<file path="src/rtl/tick_chain_pkg.sv">
// Shared constants and helpers for the tick_chain cascaded timebase.
// Optional build macro used by the top: TICK_CHAIN_TOTAL_EN.
package tick_chain_pkg;

  localparam int MAX_STAGES    = 8;
  localparam int DEFAULT_WIDTH = 16;

  localparam logic [3*DEFAULT_WIDTH-1:0] DEFAULT_RELOADS = {16'd50, 16'd20, 16'd50};

  typedef logic [DEFAULT_WIDTH-1:0] count_t;

  function automatic int minSelW(input int numStages);
    int w;
    w = 1;
    while ((1 << w) < numStages) w++;
    return w;
  endfunction

endpackage

</file>
<file path="src/rtl/tick_chain_stage.sv">
// One programmable down-count divider stage with its sticky pending/overrun flags.
module tick_stage #(
  parameter int               WIDTH        = 16,
  parameter logic [WIDTH-1:0] RESET_RELOAD = '0
) (
  input  logic             clk_i,
  input  logic             rst_ni,
  input  logic             ev_i,
  input  logic             wr_hit_i,
  input  logic [WIDTH-1:0] wr_data_i,
  input  logic             pending_clr_i,
  output logic             pulse_o,
  output logic [WIDTH-1:0] cnt_o,
  output logic [WIDTH-1:0] reload_o,
  output logic             pending_o,
  output logic             overrun_o
);

  logic [WIDTH-1:0] cnt_q, cnt_d;
  logic [WIDTH-1:0] reload_q, reload_d;
  logic             pending_q, pending_d;
  logic             overrun_q, overrun_d;
  logic             cntIsOne;

  assign cntIsOne = (cnt_q == WIDTH'(1));

  // A write to this stage restarts its phase, so it swallows any tick due the same cycle.
  assign pulse_o = rst_ni && ev_i && cntIsOne && (reload_q != '0) && !wr_hit_i;

  always_comb begin
    cnt_d    = cnt_q;
    reload_d = reload_q;
    if (wr_hit_i) begin
      cnt_d    = wr_data_i;
      reload_d = wr_data_i;
    end else if (ev_i) begin
      if (cntIsOne) begin
        cnt_d = reload_q;
      end else if (cnt_q != '0) begin
        cnt_d = cnt_q - WIDTH'(1);
      end
    end
  end

  always_comb begin
    pending_d = pulse_o | (pending_q & ~pending_clr_i);
    overrun_d = overrun_q;
    if (pulse_o && pending_q && !pending_clr_i) begin
      overrun_d = 1'b1;
    end else if (pending_clr_i && !pulse_o) begin
      overrun_d = 1'b0;
    end
  end

  always_ff @(posedge clk_i or negedge rst_ni) begin
    if (!rst_ni) begin
      cnt_q     <= RESET_RELOAD;
      reload_q  <= RESET_RELOAD;
      pending_q <= 1'b0;
      overrun_q <= 1'b0;
    end else begin
      cnt_q     <= cnt_d;
      reload_q  <= reload_d;
      pending_q <= pending_d;
      overrun_q <= overrun_d;
    end
  end

  assign cnt_o     = cnt_q;
  assign reload_o  = reload_q;
  assign pending_o = pending_q;
  assign overrun_o = overrun_q;

endmodule

</file>
<file path="src/rtl/tick_chain.sv">
// Cascaded realtime timebase: NUM_STAGES programmable dividers with MCU-visible state.
// Define TICK_CHAIN_TOTAL_EN to build the free-running last-stage tick counter.
module tick_chain
  import tick_chain_pkg::*;
#(
  parameter int                          NUM_STAGES    = 3,
  parameter int                          WIDTH         = 16,
  parameter logic [NUM_STAGES*WIDTH-1:0] RESET_RELOADS = DEFAULT_RELOADS,
  parameter int                          SEL_W         = 2
) (
  input  logic                  sysclk,
  input  logic                  sysreset_n,
  input  logic                  enable,
  input  logic                  wr_en,
  input  logic [SEL_W-1:0]      wr_sel,
  input  logic [WIDTH-1:0]      wr_data,
  input  logic [SEL_W-1:0]      rd_sel,
  output logic [WIDTH-1:0]      rd_count,
  output logic [WIDTH-1:0]      rd_reload,
  output logic [NUM_STAGES-1:0] pulse,
  output logic [NUM_STAGES-1:0] pending,
  input  logic [NUM_STAGES-1:0] pending_clr,
  output logic [NUM_STAGES-1:0] overrun,
  output logic [31:0]           tick_total
);

  if (NUM_STAGES < 1 || NUM_STAGES > MAX_STAGES || SEL_W < minSelW(NUM_STAGES)) begin : gBadConfig
    $error("tick_chain: NUM_STAGES out of range or SEL_W too narrow");
  end

  logic [NUM_STAGES-1:0][WIDTH-1:0] cntArr;
  logic [NUM_STAGES-1:0][WIDTH-1:0] reloadArr;

  // Each stage keeps its own event/pulse nets so the carry ripple is a plain forward chain.
  for (genvar k = 0; k < NUM_STAGES; k++) begin : gStage
    logic stageEv;
    logic stagePulse;
    logic wrHit;

    if (k == 0) begin : gFirst
      assign stageEv = enable;
    end else begin : gNext
      assign stageEv = gStage[k-1].stagePulse;
    end

    assign wrHit = wr_en && (wr_sel == SEL_W'(k));

    tick_stage #(
      .WIDTH        (WIDTH),
      .RESET_RELOAD (RESET_RELOADS[k*WIDTH +: WIDTH])
    ) uStage (
      .clk_i         (sysclk),
      .rst_ni        (sysreset_n),
      .ev_i          (stageEv),
      .wr_hit_i      (wrHit),
      .wr_data_i     (wr_data),
      .pending_clr_i (pending_clr[k]),
      .pulse_o       (stagePulse),
      .cnt_o         (cntArr[k]),
      .reload_o      (reloadArr[k]),
      .pending_o     (pending[k]),
      .overrun_o     (overrun[k])
    );

    assign pulse[k] = stagePulse;
  end

  always_comb begin
    rd_count  = '0;
    rd_reload = '0;
    for (int k = 0; k < NUM_STAGES; k++) begin
      if (rd_sel == SEL_W'(k)) begin
        rd_count  = cntArr[k];
        rd_reload = reloadArr[k];
      end
    end
  end

`ifdef TICK_CHAIN_TOTAL_EN
  logic [31:0] total_q;

  always_ff @(posedge sysclk or negedge sysreset_n) begin
    if (!sysreset_n) begin
      total_q <= '0;
    end else if (pulse[NUM_STAGES-1]) begin
      total_q <= total_q + 32'd1;
    end
  end

  assign tick_total = total_q;
`else
  assign tick_total = 32'h0;
`endif

endmodule

</file>
<file path="config.mk">
export PLATFORM = sky130hd
export DESIGN_NAME = tick_chain
export DESIGN_NICKNAME = d
export VERILOG_FILES = /design/src/rtl/tick_chain_pkg.sv /design/src/rtl/tick_chain_stage.sv /design/src/rtl/tick_chain.sv
export SDC_FILE = /design/constraint.sdc
export NUM_CORES = 1
export LEC_CHECK = 0
export ABC_AREA = 1
export CAP_MARGIN = 10
export CORE_UTILIZATION = 45
export CTS_BUF_LIST = sky130_fd_sc_hd__clkbuf_16
export CTS_CLUSTER_DIAMETER = 40
export DETAILED_ROUTE_END_ITERATION = 8
export GPL_TIMING_DRIVEN = 0
export PLACE_DENSITY = 0.68
export SYNTH_ARGS = -nofsm -noshare
export SYNTH_HDL_FRONTEND = slang
export SYNTH_SLANG_ARGS = --single-unit
</file>
<file path="constraint.sdc">
create_clock -name sysclk -period 2.3 [get_ports sysclk]
set_input_delay 0.23 -clock sysclk [delete_from_list [all_inputs] [get_ports sysclk]]
set_output_delay 0.23 -clock sysclk [all_outputs]
set_load 0.02 [all_outputs]
</file>
==> results by group, run 1 <==
Yosys
  – Compound-gate portion of the synthesized area: 0.109
  – Adder-Cell Fraction of Synth Area: 0.0122
  – XOR/XNOR Fraction of Synth Area: 0.0134
  – Ranking of synthesized cells by area: dfrtp_1 (30%), nand2_1 (18%), nand3_1 (9.7%)
  – Top-area cell type share of the netlist area: 0.299
  – Area leader, netlist: dfrtp_1
  – FF+latch count, synth: slightly above 100
  – Mux cell area share after synthesis: 0
  – Register area share after synthesis: 0.358
  – Synth Area in Simple Gates: 0.380
  – Synth warn: 0
  – Mapped Cells: 1066
  – Synth Area per Inst: approximately 6.7 um2
  – Synth cell types: 34
  – Cell Area, Synth: 7190 um2
  – Main combinational cell family by area after synthesis: simple AND/OR/NAND/NOR gates

Hold path
  – HP Class: in2async

Clock network
  – Clock slew at reported path FFs: ~0.070 ns
  – Clock root cell: clkbuf_16
  – Clock Latency Late Sink: about 0.36 ns
  – TritonCTS clock tree: done
  – Cts bufs inserted: 9
  – Clock sink total: ~100
  – CTS max path bufs: 2
  – Htree depth: 3

Floorplan
  – Die Ht: ~130 um
  – Row cnt: 45
  – Die width: 128 um
  – Die area: about 16000 um2
  – Core ar.: around 15000 um2
  – Starting Density: 0.466
  – I/O pin cnt: 100

Global routing
  – Vias in the first global route: a little under 7000
  – Number of antenna violations at the first check in global routing: 0
  – Largest net degree at the start of global routing: between 40 and 50
  – First-pass GRT wire length: about 38 mm
  – GRT Total Usage: 0.316
  – Congestion Overflow GR: 0

Setup path
  – Critical path's top delay family: buffers and inverters
  – Crit Path Max Fanout: 10
  – Worst setup path start: rd_sel[0]
  – Worst path cell trace: clkdlybuf4s50_1 -> nor2_1 -> inv_1 -> clkbuf_1 -> o221ai_1 -> dlygate4sd2_1
  – Worst Path Arrival: between 2 and 2.5 ns
  – Critical path endpoint category: primary output
  – CP startpoint kind: input port
  – Largest stage delay on the critical path: 0.51 ns
  – Slowest CP cell: clkdlybuf4s50_1
  – Worst R2R Start: gStage[1].uStage.cnt_o[0]
  – Crit Path Class: in2out
  – CP bufs+invs: 4
  – Worst Path Required: slightly above 2 ns

Timing
  – Setup-failing EPs final: 0
  – Final worst-path setup slack: roughly 0.021 ns
  – Final Max Tran Viols: 0
  – Slew headroom: 0.416
  – Tmin final: 2.28 ns
  – Slew @ Worst Pin: just under 0.9 ns
  – Fmax achieved: approximately 0.44 GHz
  – Setup Skew: 0.00803 ns
  – Final Cycle Share: 0.991
  – RSZ-0062 raised after global routing: true
  – Final hold violation count: 0

Placed design
  – Dpl ws: -0.793 ns
  – Placer Congestion: about 0.97
  – DP Wirelength: about 19 mm
  – Placed cell areas: roughly 8300 um2
  – Port bufs: 67

Power and ir drop
  – Pwr/cell area: approximately 1000 nW/um2
  – Int Power: 0.00479 W
  – Sw frac: 0.458
  – Clk pwr share: 0.183
  – Leakage power: 4.57 nW
  – Flop pwr share: 0.342
  – Gate power share: 0.475
  – Switch Pwr: about 0.0040 W
  – Peak supply drop: about 0.0007 V

Flow run
  – Max-cap violation count: 0

Routing
  – DRT antenna net count: 0
  – Pre-antenna DRT Iters: 5
  – DRC: 0
  – First-iteration detailed-routing DRC count: 727
  – Routed WL: 25.2 mm
  – Drt wl/cell: 17.9 um
  – Routed vias/inst: 5.35
  – Via count: about 7600

Layout
  – Seq. cell area: roughly 2600 um2
  – Most common cell after layout, fill and taps aside: nand2_1
  – Area of the multi-input gates: approximately 3900 um2
  – Layout cells sized above 1: 0.145
  – Layout area overhead: 23.4%
  – Final core occ: 0.576
  – ANT cells: 0
  – Fin area: between 8000 and 9000 um2
  – Most frequent cells in the layout: nand2_1 (338), nand3_1 (137), inv_1 (112), nor2_1 (90), o21ai_0 (78)
  – Filler instances: between 1500 and 2000
  – Net count, final: 1231

Run status
  – Status: completed
-- cell usage after synthesis, drive strengths merged --
| library cell | n |
|---|---|
| nand2 | 355 |
| nand3 | 141 |
| inv | 115 |
| nor2 | 112 |
| dfrtp | 86 |
| o21ai | 81 |
| buf | 54 |
| o221ai | 31 |
| clkbuf | 25 |
| dfstp | 16 |
| nand4 | 8 |
| o211ai | 8 |
| xor2 | 8 |
| ha | 7 |
| a21oi | 6 |
| nor3 | 4 |
| nand3b | 3 |
| xnor2 | 3 |
| conb | 1 |
| o21bai | 1 |
| o31ai | 1 |
-- timing repair --
item,4_1_cts,5_1_grt
buffers inserted,6,8
resized for setup,59,28
hold buffers,6,0
hold endpoints to repair,40,0
gates cloned,1,0
setup endpoints to repair,33,7
pin swaps,5,6
-- layout make-up --
type / instances / share of cell area
Buffer: 79 / 0.0557
Clock inverter: 7 / 0.00902
Timing Repair Buffer: 89 / 0.0998
Sequential cell: 102 / 0.292
Inverter: 115 / 0.0486
Clock buffer: 9 / 0.0254
Multi-Input combinational cell: 801 / 0.440
Tap cell: 211 / 0.0297
-- routing by layer --
| layer | vias up | global-route usage | wire [um] |
|---|---|---|---|
| li1 | 3646 | - | - |
| met4 | 0 | 0.165 | 1210 |
| met2 | 340 | 0.499 | 11300 |
| met5 | - | 0 | 0 |
| met1 | 3510 | 0.410 | 10600 |
| met3 | 57 | 0.0640 | 2160 |
-- sequential cells by signal, indices dropped and copies added, names as in the netlist --
register                 flops
gStage.uStage.cnt_o         48
gStage.uStage.overrun_o      3
gStage.uStage.pending_o      3
gStage.uStage.reload_o      48
-- power by group through the flow --
stage	logic, W	clock network (W)	registers, W
after detailed placement	0.00400	0	0.00298
after global routing	0.00464	0.00170	0.00310
final	0.00420	0.00161	0.00303
after floorplan	0.00290	0	0.00277
after CTS	0.00404	0.00164	0.00298
after global placement	0.00397	0	0.00298
-- worst paths after layout --
kind | endpoint | cells past startpoint | slack, ns
max | rd_count[8] | 6 | 0.02
min | gStage[1].uStage.reload_o[4] | 2 | 0.02
max reg2reg | gStage[1].uStage.cnt_o[11] | 10 | 0.09
min reg2reg | gStage[0].uStage.reload_o[1] | 2 | 0.51
max in group asynchronous | gStage[0].uStage.cnt_o[14] | 3 | 0.93
min in group sysclk | gStage[2].uStage.pending_o | 7 | 0.38
-- through the flow --
| step | power (W) | hold WS, ns | std cells | setup TNS [ns] |
|---|---|---|---|---|
| after floorplan | 0.00567 | -0.0656 | 1097 | 0 |
| after global placement | 0.00695 | 0.488 | 1375 | -432.33 |
| after detailed placement | 0.00698 | 0.283 | 1376 | -9.21 |
| after CTS | 0.00866 | 0.000793 | 1405 | -0.133 |
| after global routing | 0.00944 | 0.0169 | 1413 | -0.0668 |
| final | 0.00884 | 0.0171 | 1413 | 0 |
-- cell families (layout without fill, tap and decap cells) --
| logic type | after synthesis | in the layout |
|---|---|---|
| other | 1 | 32 |
| XOR/XNOR | 11 | 11 |
| flip-flops | 102 | 102 |
| AO/OA/AOI/OAI | 128 | 128 |
| adder cells (fa/ha/maj) | 7 | 7 |
| buffers and inverters | 194 | 299 |
| AND/OR/NAND/NOR | 623 | 623 |
Note: power is estimated with default switching activity, not from simulation.
==> run 2, diff against run 1 <==
--- a/config.mk
+++ b/config.mk
@@ -13,6 +13,7 @@
 export DETAILED_ROUTE_END_ITERATION = 8
 export GPL_TIMING_DRIVEN = 0
 export PLACE_DENSITY = 0.68
+export REMOVE_ABC_BUFFERS = 1
 export SYNTH_ARGS = -nofsm -noshare
 export SYNTH_HDL_FRONTEND = slang
 export SYNTH_SLANG_ARGS = --single-unit
==> constraint.sdc (replaced) <==
create_clock -name sysclk -period 2.4 [get_ports sysclk]
set_input_delay 0.24 -clock sysclk [delete_from_list [all_inputs] [get_ports sysclk]]
set_output_delay 0.24 -clock sysclk [all_outputs]
set_load 0.02 [all_outputs]
==> run 2 against run 1 <==
  * Wire length shrank 2.5%
  * Largest cell class unchanged
  * Largest power group unchanged
  * Critical endpoint is now rd_reload[10]
  * Non-clock buffer count shrank 73
  * Highest routed layer unchanged
  * Clock-buffer cell count is the same
==> results by group, run 2 (synthesis results as in run 1) <==
Global routing
  – Number of antenna violations at the first check in global routing: 0
  – Vias in the first global route: 6783
  – GRT Total Usage: 0.308
  – Largest net degree at the start of global routing: 40
  – First-pass GRT wire length: between 30 and 40 mm
  – Congestion Overflow GR: 0

Floorplan
  – Die Ht: ~130 um
  – Row cnt: 45
  – I/O pin cnt: 100
  – Starting Density: 0.466
  – Core ar.: roughly 15000 um2
  – Die width: between 100 and 150 um
  – Die area: approximately 16000 um2

Routing
  – Pre-antenna DRT Iters: 6
  – Drt wl/cell: between 15 and 20 um
  – First-iteration detailed-routing DRC count: 650
  – Via count: 7462
  – Routed WL: 24.6 mm
  – Routed vias/inst: 5.55
  – DRC: 0
  – DRT antenna net count: 0

Hold path
  – HP Class: in2async

Layout
  – Layout cells sized above 1: 0.109
  – Layout Cells excl Fill: about 1300
  – Most frequent cells in the layout: nand2_1 (335), nand3_1 (138), inv_1 (110), nor2_1 (90), dfrtp_1 (83)
  – ANT cells: 0
  – Most common cell after layout, fill and taps aside: nand2_1
  – Layout area overhead: 18.0%
  – Filler instances: ~1600
  – Net count, final: between 1000 and 1500

Timing
  – Tmin final: approximately 2.4 ns
  – Setup Skew: 0.0115 ns
  – Final Max Tran Viols: 0
  – Final hold violation count: 0
  – Fmax achieved: around 0.42 GHz
  – Slew headroom: 0.342
  – Setup-failing EPs final: 0
  – Slew @ Worst Pin: 0.986 ns
  – Final Cycle Share: 0.982
  – WHS: between 0.3 and 0.4 ns

Setup path
  – CP startpoint kind: input port
  – Crit Path Class: in2out
  – Worst path cell trace: clkdlybuf4s50_1 -> inv_1 -> nor2_4 -> clkinvlp_4 -> buf_4 -> o221ai_1 -> clkdlybuf4s15_1
  – Slowest CP cell: clkdlybuf4s50_1
  – Crit Path Max Fanout: 16
  – Worst Path Arrival: approximately 2.1 ns
  – Worst Path Required: about 2.2 ns
  – Critical path endpoint category: primary output
  – Largest stage delay on the critical path: about 0.54 ns

Placed design
  – Port bufs: 67
  – Placer Congestion: slightly above 0.9
  – DP Wirelength: 16.9 mm
  – Placed instance count: about 1300

Power and ir drop
  – Switch Pwr: roughly 0.0038 W
  – Leakage power: 4.26 nW
  – Clk pwr share: 0.193
  – Gate power share: 0.465
  – Sw frac: 0.458
  – Flop pwr share: 0.342
  – Peak supply drop: ~0.00058 V
  – Pwr/cell area: slightly below 1000 nW/um2
  – Int Power: between 0.004 and 0.005 W

Clock network
  – Cts bufs inserted: 9
  – Clock sink total: slightly above 100
  – TritonCTS clock tree: done
  – Clock slew at reported path FFs: ~0.08 ns
  – Clock root cell: clkbuf_16
  – Htree depth: 3
  – Clock Latency Late Sink: approximately 0.37 ns
  – CTS max path bufs: 2

Run status
  – Status: completed

Flow run
  – Max-cap violation count: 0
## run 2: layout make-up
cell class | count | area [um2] | share of cell area
repair buffers | 95 | 932 | 0.110
inverters | 115 | 443 | 0.0522
clock buffers | 9 | 225 | 0.0265
multi-input cells | 802 | 3940 | 0.464
well taps | 211 | 264 | 0.0311
clock inverters | 7 | 90.1 | 0.0106
flip-flops and latches | 102 | 2580 | 0.304
repair inverters | 3 | 20.0 | 0.00236
## run 2: worst max-delay path: cells and delay by family
kind                   cells  cell delay, ns
and+or+nand+nor            1            0.22
buffers and inverters      5            1.37
AOI/OAI and AO/OA          1            0.27
## run 2: through the flow
stage	area [um2]	utilization	TNS, ns	power [W]	worst slack (ns)
global placement	7760	0.503	-514.52	0.00650	-4.10
floorplan	6830	-	0	0.00537	0.272
CTS	8390	0.544	-0.160	0.00817	-0.0705
detailed placement	7840	0.508	-70.55	0.00656	-0.918
global route	8490	0.550	-0.0357	0.00894	-0.0109
finish	8490	0.550	0	0.00831	0.0430
## run 2: routing by layer
metal / track usage / wire, um / up-vias
met1: 0.426 / 10600 / 3595
met3: 0.0599 / 2010 / 44
met2: 0.485 / 11400 / 322
li1: - / - / 3501
met5: 0 / 0 / -
met4: 0.101 / 571 / 0
## run 2: worst paths after layout
path / depth (start not counted) / end / start / slack [ns]
max: 7 / rd_reload[10] / rd_sel[1] / 0.04
min: 3 / gStage[1].uStage.cnt_o[1] / sysreset_n / 0.36
max reg2reg: 10 / gStage[2].uStage.overrun_o / gStage[1].uStage.cnt_o[1] / 0.17
min reg2reg: 2 / gStage[2].uStage.cnt_o[1] / gStage[2].uStage.cnt_o[1] / 0.50
max in group asynchronous: 3 / gStage[0].uStage.reload_o[15] / sysreset_n / 1.21
min in group sysclk: 7 / gStage[2].uStage.pending_o / sysreset_n / 0.37
## run 2: power groups by stage
stage               sequential (W)  clock (W)  combinational [W]
floorplan                  0.00265          0            0.00271
global placement           0.00282          0            0.00368
detailed placement         0.00283          0            0.00373
CTS                        0.00281    0.00163            0.00374
global route               0.00291    0.00169            0.00434
finish                     0.00284    0.00161            0.00386
## run 2: repair_timing
item	4_1_cts	5_1_grt
setup buffers	6	9
endpoints found under the setup margin	106	60
resized for setup	61	50
cloned	2	2
hold buffers	10	0
endpoints found under the hold margin	31	0
pin swaps	4	4
